$ cat src/rtl/codificador_comando_pkg.sv
// Shared constants for the push-button command encoder: command codes,
// encoder FSM encoding and the default debounce length.
package codificador_comando_pkg;

  localparam int unsigned DebounceCyclesDefault = 16;

  localparam logic [4:0] CMD_SOMA   = 5'd0;
  localparam logic [4:0] CMD_SUB    = 5'd1;
  localparam logic [4:0] CMD_MULT   = 5'd2;
  localparam logic [4:0] CMD_E      = 5'd3;
  localparam logic [4:0] CMD_OU     = 5'd4;
  localparam logic [4:0] CMD_NENHUM = 5'd31;

  typedef enum logic [1:0] {
    StIdle        = 2'd0,
    StIssue       = 2'd1,
    StWaitRelease = 2'd2
  } estado_e;

endpackage

$ cat src/rtl/debounce_tecla.sv
// One key: 2-flop synchronizer, stability counter, debounced level and a
// registered one-cycle pulse on each debounced rising edge.
module debounce_tecla #(
  parameter int unsigned DEBOUNCE_CYCLES = 16
) (
  input  logic clk_i,
  input  logic rst_ni,
  input  logic tecla_i,
  output logic nivel_o,
  output logic subida_o
);

  localparam int unsigned CntW = (DEBOUNCE_CYCLES > 1) ? $clog2(DEBOUNCE_CYCLES) : 1;
  localparam logic [CntW-1:0] CntMax = CntW'(DEBOUNCE_CYCLES - 1);

  logic            sync1_q, sync2_q;
  logic            nivel_q, nivel_d;
  logic            nivel_ant_q;
  logic            subida_q;
  logic [CntW-1:0] cnt_q, cnt_d;

  // Level flips only after DEBOUNCE_CYCLES consecutive differing samples.
  always_comb begin
    nivel_d = nivel_q;
    cnt_d   = '0;
    if (sync2_q != nivel_q) begin
      if (cnt_q == CntMax) begin
        nivel_d = sync2_q;
      end else begin
        cnt_d = cnt_q + CntW'(1);
      end
    end
  end

  always_ff @(posedge clk_i or negedge rst_ni) begin
    if (!rst_ni) begin
      sync1_q     <= 1'b0;
      sync2_q     <= 1'b0;
      nivel_q     <= 1'b0;
      nivel_ant_q <= 1'b0;
      subida_q    <= 1'b0;
      cnt_q       <= '0;
    end else begin
      sync1_q     <= tecla_i;
      sync2_q     <= sync1_q;
      nivel_q     <= nivel_d;
      nivel_ant_q <= nivel_q;
      subida_q    <= nivel_q & ~nivel_ant_q;
      cnt_q       <= cnt_d;
    end
  end

  assign nivel_o  = nivel_q;
  assign subida_o = subida_q;

endmodule

$ cat src/rtl/codificador_comando.sv
// Push-button command encoder: debounces the keys and offers one command code
// per press over a valid/accept handshake, then waits for all keys released.
module codificador_comando
  import codificador_comando_pkg::*;
#(
  parameter int unsigned DEBOUNCE_CYCLES = DebounceCyclesDefault,
  parameter int unsigned N_KEYS          = 5,
  parameter int unsigned CMD_W           = 5
) (
  input  logic              clock_placa,
  input  logic              reset,
  input  logic [N_KEYS-1:0] teclas,
  output logic [CMD_W-1:0]  comando,
  output logic              comando_valido,
  input  logic              comando_aceito,
  output logic              ocupado,
  output logic              erro_multiplo,
  output logic [7:0]        descartes
);

  localparam logic [CMD_W-1:0] CmdNenhum = CMD_W'(CMD_NENHUM);

  logic [N_KEYS-1:0] nivel;
  logic [N_KEYS-1:0] eventos;
  logic              multiplos;

  estado_e          estado_q, estado_d;
  logic [CMD_W-1:0] cmd_q, cmd_d;
  logic [7:0]       descartes_q, descartes_d;

  for (genvar k = 0; k < N_KEYS; k++) begin : g_tecla
    debounce_tecla #(
      .DEBOUNCE_CYCLES(DEBOUNCE_CYCLES)
    ) u_debounce (
      .clk_i   (clock_placa),
      .rst_ni  (reset),
      .tecla_i (teclas[k]),
      .nivel_o (nivel[k]),
      .subida_o(eventos[k])
    );
  end

  function automatic logic [CMD_W-1:0] menor_indice(input logic [N_KEYS-1:0] ev);
    logic [CMD_W-1:0] idx;
    idx = '0;
    for (int i = int'(N_KEYS) - 1; i >= 0; i--) begin
      if (ev[i]) idx = CMD_W'(i);
    end
    return idx;
  endfunction

  // More than one bit set: clearing the lowest set bit leaves something.
  assign multiplos = |(eventos & (eventos - N_KEYS'(1)));

  always_ff @(posedge clock_placa or negedge reset) begin
    if (!reset) begin
      estado_q    <= StIdle;
      cmd_q       <= CmdNenhum;
      descartes_q <= 8'd0;
    end else begin
      estado_q    <= estado_d;
      cmd_q       <= cmd_d;
      descartes_q <= descartes_d;
    end
  end

  always_comb begin
    estado_d    = estado_q;
    cmd_d       = cmd_q;
    descartes_d = descartes_q;
    case (estado_q)
      StIdle: begin
        if (|eventos) begin
          cmd_d    = menor_indice(eventos);
          estado_d = StIssue;
        end
      end
      StIssue: begin
        if (comando_aceito) estado_d = StWaitRelease;
      end
      StWaitRelease: begin
        if (nivel == '0) estado_d = StIdle;
      end
      default: estado_d = StIdle;
    endcase
    // Presses outside IDLE are lost; count cycles that lost any.
    if ((estado_q != StIdle) && (|eventos) && (descartes_q != 8'hFF)) begin
      descartes_d = descartes_q + 8'd1;
    end
  end

  always_comb begin
    comando_valido = 1'b0;
    comando        = CmdNenhum;
    ocupado        = (estado_q != StIdle);
    erro_multiplo  = 1'b0;
    case (estado_q)
      StIdle: erro_multiplo = multiplos;
      StIssue: begin
        comando_valido = 1'b1;
        comando        = cmd_q;
      end
      default: ;
    endcase
  end

  assign descartes = descartes_q;

endmodule

$ cat config.mk
export PLATFORM = sky130hd
export DESIGN_NAME = codificador_comando
export DESIGN_NICKNAME = d
export VERILOG_FILES = /design/src/rtl/codificador_comando_pkg.sv /design/src/rtl/debounce_tecla.sv /design/src/rtl/codificador_comando.sv
export SDC_FILE = /design/constraint.sdc
export NUM_CORES = 1
export LEC_CHECK = 0
export CORE_UTILIZATION = 48
export DETAILED_ROUTE_END_ITERATION = 16
export GPL_TIMING_DRIVEN = 0
export PLACE_DENSITY = 0.77
export SYNTH_ARGS = -nofsm -noshare
export SYNTH_HDL_FRONTEND = slang
export SYNTH_HIERARCHICAL = 1
export SYNTH_SLANG_ARGS = --single-unit
$ cat constraint.sdc
create_clock -name clock_placa -period 1.57 [get_ports clock_placa]
set_input_delay 0.157 -clock clock_placa [delete_from_list [all_inputs] [get_ports clock_placa]]
set_output_delay 0.157 -clock clock_placa [all_outputs]
set_load 0.03 [all_outputs]
==> flow_summary.json <==
{
  "detail_route.first_pass.iterations": 4,
  "num_antenna_cells": 0,
  "start_util_pct": 50.2,
  "endpoint_kind": "flop",
  "vias": 1515,
  "synthToLayoutAreaGrowth_pct": 25.6,
  "worst-path-max-fanout": 5,
  "ir_drop_uv": 728,
  "cts-buffers-inserted": 9,
  "synth_top_area_cell": "dfrtp_1",
  "die_w_um": 72.3,
  "total_power_uw": 3100,
  "seqPwrFrac_pct": 52.0,
  "cts_tree": "yes",
  "p_sw_uw": 697,
  "finalSetupViolations": 8,
  "clk_pin_slew_ps": 70,
  "coreArea_um2": 4720,
  "routed_wl_um": 3730,
  "met1_usage_pct": 20.8,
  "worst_slew_pin_slew_ps": 446,
  "power-per-cell-area_nw_per_um2": 1040,
  "max_slew_margin_pct": 70.3,
  "cp.arrival_ps": 1880,
  "seq_area_frac_synth_pct": 62.5,
  "drv_cap": 0,
  "finalCritPeriodShare_pct": 105,
  "synth_edf_count": 0,
  "drtAntennaViolNets": 0,
  "die_y_um": 72.3,
  "grt_pass1_wl_um": 6110,
  "p_leak_uw": 0.00143,
  "grt_pass1_vias": 1387,
  "h-tree-depth": 3,
  "violations": "setup timing",
  "tns_ps": -487,
  "grt_use_total_pct": 15.9,
  "drtIter0Drc": 93,
  "layout_common_cells": "dfrtp_1, nor2b_1, clkbuf_8, xnor2_1, buf_4",
  "cts.sinks": 59,
  "comb_power_share_pct": 4.7,
  "nets": 237,
  "maxSlewViolCount": 0,
  "ys_types": 32,
  "intPower_uw": 2400,
  "syn_inst": 180,
  "yosys_most_used_dff": "dfrtp_1",
  "viasPerCell": 5.14,
  "use_met2_pct": 22.6,
  "die_area_um2": 5220,
  "drc": 0,
  "cts_buffer_depth": 2,
  "rsz0062_at_grt": "true",
  "syn-mean-instance-area_um2": 13.2,
  "synth_fp_nets": 194,
  "grt_antenna_before_repair": 0,
  "grt_max_degree": 43,
  "min_period_ps": 1660,
  "netlist_area_um2": 2370,
  "worstSetupPathType": "reg -> reg",
  "numPortBuffers": 23,
  "fin_skew_ps": 5.71,
  "ys_top_cells_by_area": "dfrtp_1, dfstp_2, mux2_4, xnor2_1, ha_1",
  "status": "finished, violations left",
  "yosys_warnings": 6,
  "cts_root_buffer": "clkbuf_8",
  "synthArstFlopShare_pct": 100,
  "clock.fmax_mhz": 604,
  "post-synth-top-area-fraction_pct": 58.1,
  "ys_seq_elements": 59,
  "wl_per_cell_um": 12.7,
  "overflow": 0,
  "report.final.hold_viol_count": 0,
  "final_common_cell": "dfrtp_1",
  "io_pins": 24,
  "worstPathRequired_ps": 1800,
  "drive_above_1_share_pct": 27.2,
  "top_usage_layer": "met2",
  "place_hpwl_um": 2330,
  "gp_congestion": 0.744,
  "start_kind": "flop",
  "worstSkewPairLatency_ps": 340,
  "pwr-share-clk_pct": 43.3,
  "rows": 25,
  "p_sw_share_pct": 22.5,
  "setup_slack_ps": -85.0,
  "hold_path_class": "in -> reg",
  "grt_use_met3_pct": 4.72,
  "utilization_pct": 63.0
}
[what timing repair did]
item | in CTS | in global routing
resized for setup | 35 | 15
setup endpoints to repair | 20 | 17
hold buffers | 1 | 0
pin swaps | 2 | 2
hold endpoints to repair | 15 | 0
setup buffers | 5 | 2
[synth_stat cells, types with 3 or more instances]
| cell | count |
|---|---|
| nor2_1 | 12 |
| a21o_1 | 5 |
| o21ai_0 | 8 |
| a21oi_1 | 3 |
| xor2_1 | 6 |
| nand3_2 | 5 |
| mux2_4 | 7 |
| a311oi_1 | 5 |
| xnor2_1 | 10 |
| dfrtp_1 | 55 |
| dfstp_2 | 4 |
| a31oi_1 | 5 |
| nor3b_1 | 6 |
| nand2_1 | 7 |
| nor2b_1 | 12 |
| ha_1 | 6 |
| inv_1 | 4 |
| nand2b_1 | 3 |
[final timing paths]
| check | start | end | slack (ps) | depth (start not counted) |
|---|---|---|---|---|
| min | teclas[3] | g_tecla[3].u_debounce/sync1_q | 260 | 1 |
| min in group asynchronous | reset | g_tecla[3].u_debounce/cnt_q[1] | 290 | 2 |
| max reg2reg | g_tecla[0].u_debounce/subida_o | descartes[1] | -90 | 4 |
| max | g_tecla[0].u_debounce/subida_o | descartes[1] | -90 | 4 |
| max in group asynchronous | reset | cmd_q[0] | 650 | 3 |
| min reg2reg | g_tecla[1].u_debounce/sync1_q | g_tecla[1].u_debounce/sync2_q | 350 | 0 |
[through the flow]
step	hold WS, ps	instances	area (µm²)	setup slack, ps
3_3_place_gp	332	270	2690	-1650
6_report	256	295	2980	-85.0
4_1_cts	249	293	2950	-121
2_1_floorplan	-139	180	2380	-48.0
5_1_grt	259	295	2980	-148
3_5_place_dp	123	271	2710	-347
[state kept, by name, summed over array words and instances (netlist names)]
signal                          cells
cmd_q                               4
descartes                           8
estado_q                            2
g_tecla.u_debounce/cnt_q           20
g_tecla.u_debounce/nivel_ant_q      5
g_tecla.u_debounce/nivel_o          5
g_tecla.u_debounce/subida_o         5
g_tecla.u_debounce/sync1_q          5
g_tecla.u_debounce/sync2_q          5
[power groups by stage]
stage               Clock, µW  Sequential (µW)  Combinational, µW
floorplan                   0             1630               78.4
finish                   1340             1610                147
detailed placement          0             1640                147
global route             1430             1620                168
global placement            0             1630                139
CTS                      1360             1610                151
[cells by family (layout without fill, tap and decap cells)]
group	count (synthesis)	in the layout	synth area share, %
DFF	59	59	62.5
adders and majority gates	6	6	3.17
muxes	7	7	4.44
xor gates and xnor gates	16	16	5.91
and+or+nand+nor	58	58	14.6
buffers and inverters	5	53	0.950
AOI/OAI and AO/OA	29	29	8.40
[cell type report]
cell class                      instances  area (µm²)
Timing Repair Buffer                   32         282
Fill cell                             376        1750
Clock buffer                           10         138
Buffer                                  1        7.51
Clock inverter                          6        55.1
Tap cell                               67        83.8
Inverter                                4        15.0
Sequential cell                        59        1490
Multi-Input combinational cell        116         910
[metal layers]
metal / wire, µm / vias to the layer above
met5: 0 / -
met4: 110 / 0
met3: 138 / 12
met2: 1680 / 29
met1: 1810 / 745
li1: - / 729
[critical path, stage by stage, from the launching register on]
cell and delay, ps:
dfrtp_1 380, or4_4 570, o21ai_4 210, nor2_2 90, mux2_4 300
Power figures use the tool's default switching activity.
==> RTL change 1 (same settings) <==
Encoding of `estado_e`: now one-hot (3 bits for 3 values).
--- a/src/rtl/codificador_comando_pkg.sv
+++ b/src/rtl/codificador_comando_pkg.sv
@@ -13,6 +13,6 @@
 
-  typedef enum logic [1:0] {
-    StIdle        = 2'd0,
-    StIssue       = 2'd1,
-    StWaitRelease = 2'd2
+  typedef enum logic [2:0] {
+    StIdle        = 3'b001,
+    StIssue       = 3'b010,
+    StWaitRelease = 3'b100
   } estado_e;
Formal check against the unedited RTL: no difference found for any inputs over 10 cycles, from zero or initial values and one cycle with reset low; not proved beyond that.
==> RTL change 1 against the original RTL <==
The flow still finishes with violations (negative setup slack). Combinational power shrank 5%. Routed wire length grew 14%. Die area grew 2.3%. Synthesized cell count grew 3.3%. Total power grew 8.5%. Via count grew 6.9%. First-iteration DRC count shrank 38%. Design area grew 7.9%. Setup slack lost 0.11 ns. Area after synthesis grew 2.4%. Sequential cell count grew 1. Largest power group unchanged.
==> RTL change 1: results (changes against the original RTL) <==
[power_and_ir_drop]
seqPwrFrac_pct = 48.6  ; -3.4 points
p_total_mw = 3.361  ; +8.5%

[global_route]
grt_pass1_wl_um = 6686  ; +9.4%
gr-usage-met2_pct = 27.06  ; +4.4 points
grtUsageMet3_pct = 4.144  ; -0.58 points
use_met1_pct = 20.65  ; -0.17 points
grt_max_degree = 38  ; -12%
grt_pass1_vias = 1533  ; +11%

[setup_path]
reg2reg_from = g_tecla[3].u_debounce/subida_o
path_max_fanout = 7  ; +2
r2r_cells = 5  ; +1
r2r-end = descartes[6]

[final_layout]
fillers = 343  ; -8.8%
drive_above_1_share_pct = 33.76  ; +6.6 points

[timing]
clock_skew_ns = 0.008892  ; +0.003183 ns
layout_setup_ws_ns = -0.1986  ; -0.1136 ns
tns_ns = -1.454  ; -0.9667 ns
setup_violations = 12  ; +4

[run_status]
status = finished, violations left
violations = negative setup slack

[synth]
synth_compound_area_share_pct = 8.922  ; +0.53 points
synth_area_per_cell_um2 = 13.04  ; -0.93%

[min_path]
hold_path_end = g_tecla[0].u_debounce/sync1_q
hp-start = teclas[0]

[routing]
vias = 1619  ; +6.9%
wl_met2_um = 2062  ; +23%

[place]
hpwl_um = 2440  ; +4.9%

## RTL change 1: cell count changes after synthesis, sizes merged, moves of 2 or more
cell | before | now
nor3 | 1 | 6
a21oi | 3 | 5
mux2 | 7 | 9
nor2 | 13 | 11
o211ai | 0 | 2
o21ai | 9 | 7
xor2 | 6 | 4
## RTL change 1: final cells by class
class                      instances  area, µm²  area share (%)
buffer                             1      7.507          0.2338
inverter                           5      18.77          0.5846
timing repair buffer              35      330.3           10.29
multi-input combinational        120       1023           31.88
clock buffer                      12      165.2           5.144
sequential                        60       1511           47.08
clock inverter                     4      70.07           2.182
tap                               67      83.83           2.611
## RTL change 1: worst register-to-register path, cell delays in order (launching register included)
cell	delay [ns]
dfrtp_1	0.41
or4_4	0.58
o21ai_4	0.18
buf_12	0.16
nor3_2	0.06
mux2_2	0.28
## RTL change 1: what timing repair did
action,4_1_cts,5_1_grt
hold buffers,1,0
setup endpoints to repair,26,22
buffers inserted,6,4
pin swaps,6,4
gates resized for setup,57,21
hold endpoints to repair,18,0
==> RTL change 2 (config.mk and constraints unchanged) <==
Made on the original files. `DebounceCyclesDefault`: 16 -> 32.
--- a/src/rtl/codificador_comando_pkg.sv
+++ b/src/rtl/codificador_comando_pkg.sv
@@ -4,3 +4,3 @@
 
-  localparam int unsigned DebounceCyclesDefault = 16;
+  localparam int unsigned DebounceCyclesDefault = 32;
 
Formal check against the unedited RTL: no difference found for any inputs over 10 cycles, from zero or initial values and one cycle with reset low; that may be too few to reach the edited logic, so the function may still have changed.
==> RTL change 2 against the original RTL <==
The flow still finishes with violations (negative setup slack). Total power is 9.6% higher. Setup slack lost 0.055 ns. Area after synthesis up 9.0%. Count of clock-buffer cells in the layout increased by 1. Routed wire length is 10% higher. Critical path depth unchanged. Non-clock buffer count grew 3. Design area rose by 10%. Sequential power increased by 7%. Sequential share of layout area shrank 0.70 points. Combinational power decreased by 16%. Sequential cell count increased by 5. Critical path type unchanged. Critical endpoint is now descartes[4].
==> RTL change 2: results (changes against the original RTL) <==
[final_layout]
largest_reg_flops = 25  ; +25%
fillers = 417  ; +11%
fin_nets = 265  ; +12%
regMostFlops = g_tecla.u_debounce/cnt_q
drive_above_1_share_pct = 26.69  ; -0.50 points

[global_route]
grt_pass1_wl_um = 6782  ; +11%
grt_max_degree = 37  ; -14%
grt_pass1_vias = 1590  ; +15%
grt_usage_pct = 16.28  ; +0.43 points

[timing]
setup_violations = 9  ; +1
layout_setup_ws_ns = -0.1397  ; -0.05466 ns
slew_headroom_pct = 47.11  ; -23 points
clock_skew_ns = 0.008150  ; +0.002441 ns

[place]
gp_congestion = 0.7482  ; +0.54%
dp_cells = 294  ; +8.5%
hpwl_um = 2616  ; +12%

[setup_path]
worstPathArrival_ns = 1.93  ; +0.05 ns
rrSetupSlack_ns = -0.14  ; -0.05 ns
reg2reg_from = g_tecla[3].u_debounce/subida_o

[routing]
wl_per_cell_um = 12.85  ; +1.5%
wirelength_um = 4126  ; +10%
vias = 1650  ; +8.9%
firstDrtPassIters = 4  ; unchanged
initialDrtViolationCount = 82  ; -12%

[clock_network]
htree_levels = 3  ; unchanged
cts_buffer_depth = 2  ; unchanged
cts-root-buf = clkbuf_8

[power_and_ir_drop]
irDropWorstVdd_uv = 1006  ; +38%
leakage_nw = 1.584  ; +10%
p_total_mw = 3.397  ; +9.6%

[synth]
yosysSeqAreaShare_pct = 62.21  ; -0.30 points
syn_nets = 219  ; +13%
synthTopCellsByCount = dfrtp_1, ha_1, nor3_1
postSynthCellCount = 200  ; +11%
yosysUniqueCellTypes = 33  ; +3.1%
synthTopCellsByArea = dfrtp_1, ha_1, dfstp_2

[run_status]
status = finished, violations left
violations = negative setup slack

==> RTL change 2: where the power goes <==
part	total, mW	switching, mW	leakage (nW)	internal, mW
registers	1.73	0.0337	0.839	1.69
clock network	1.55	0.612	0.106	0.935
logic	0.124	0.0648	0.639	0.0590
total	3.40	0.710	1.58	2.69
==> RTL change 2: what timing repair did <==
item,4_1_cts,5_1_grt
cloned,0,0
hold endpoints to repair,35,0
pin swaps,2,6
endpoints found under the setup margin,25,21
gates resized for setup,37,32
setup buffers,8,2
hold buffers,1,0
==> RTL change 2: routing by layer <==
metal  global-route usage (%)  share of wire, %  vias up
li1                         -                 -      805
met1                    20.46                46      810
met2                    25.40                49       33
met3                    5.952               3.9        2
met4                    7.407              0.65        0
met5                        0                 0        -
==> RTL change 2: stage by stage <==
stage                     utilization, %  setup TNS, ns  hold slack [ns]  setup slack [ns]  instance area [µm²]
after floorplan                        -       -0.08563          -0.1386          -0.04802                 2592
final                              63.66        -0.9577           0.2609           -0.1397                 3272
after detailed placement           56.91        -0.7030           0.2887           -0.3740                 2925
after CTS                          62.78        -0.9274           0.2435           -0.1286                 3227
after global placement             56.62        -104.72           0.3322            -1.900                 2910
after global routing               63.66         -1.660           0.2423           -0.1776                 3272
==> RTL change 2: kinds of logic (layout without fill, tap and decap cells) <==
kind of cell / Yosys count / in the layout / synth area share (%)
mux: 7 / 7 / 3.343
compound gates: 24 / 24 / 5.766
xor+xnor: 16 / 16 / 5.426
flops: 64 / 64 / 62.21
fa+ha+maj: 11 / 11 / 5.329
buf+inv: 5 / 56 / 0.8720
simple gates: 73 / 73 / 17.05
==> RTL change 2: how the worst min path moves through the flow <==
stage                                  start                              to  slack (ns)  cells after the start
6_report                           teclas[3]   g_tecla[3].u_debounce/sync1_q        0.26                      1
5_1_grt                            teclas[0]   g_tecla[0].u_debounce/sync1_q        0.24                      1
4_1_cts                            teclas[3]   g_tecla[3].u_debounce/sync1_q        0.24                      1
3_5_place_dp                           reset  g_tecla[4].u_debounce/cnt_q[3]        0.29                      1
3_3_place_gp   g_tecla[4].u_debounce/sync1_q   g_tecla[4].u_debounce/sync2_q        0.33                      0
2_1_floorplan                          reset                    descartes[0]       -0.14                      0
==> RTL change 2: layout make-up <==
cell class                      count  area (µm²)  share of cell area, %
Sequential cell                    64        1610                  49.22
Multi-Input combinational cell    131        1030                  31.47
Timing Repair Buffer               35       300.3                  9.178
Clock buffer                       11       141.4                  4.321
Tap cell                           70       87.58                  2.677
Clock inverter                      5       80.08                  2.447
Inverter                            4       15.01                 0.4589
Buffer                              1       7.507                 0.2294
==> RTL change 2: critical path: cells and delay by family, from the launching register on <==
family          cells  cell delay (ns)
compound gates      1             0.26
flops               1             0.39
mux                 1             0.30
simple gates        2             0.66
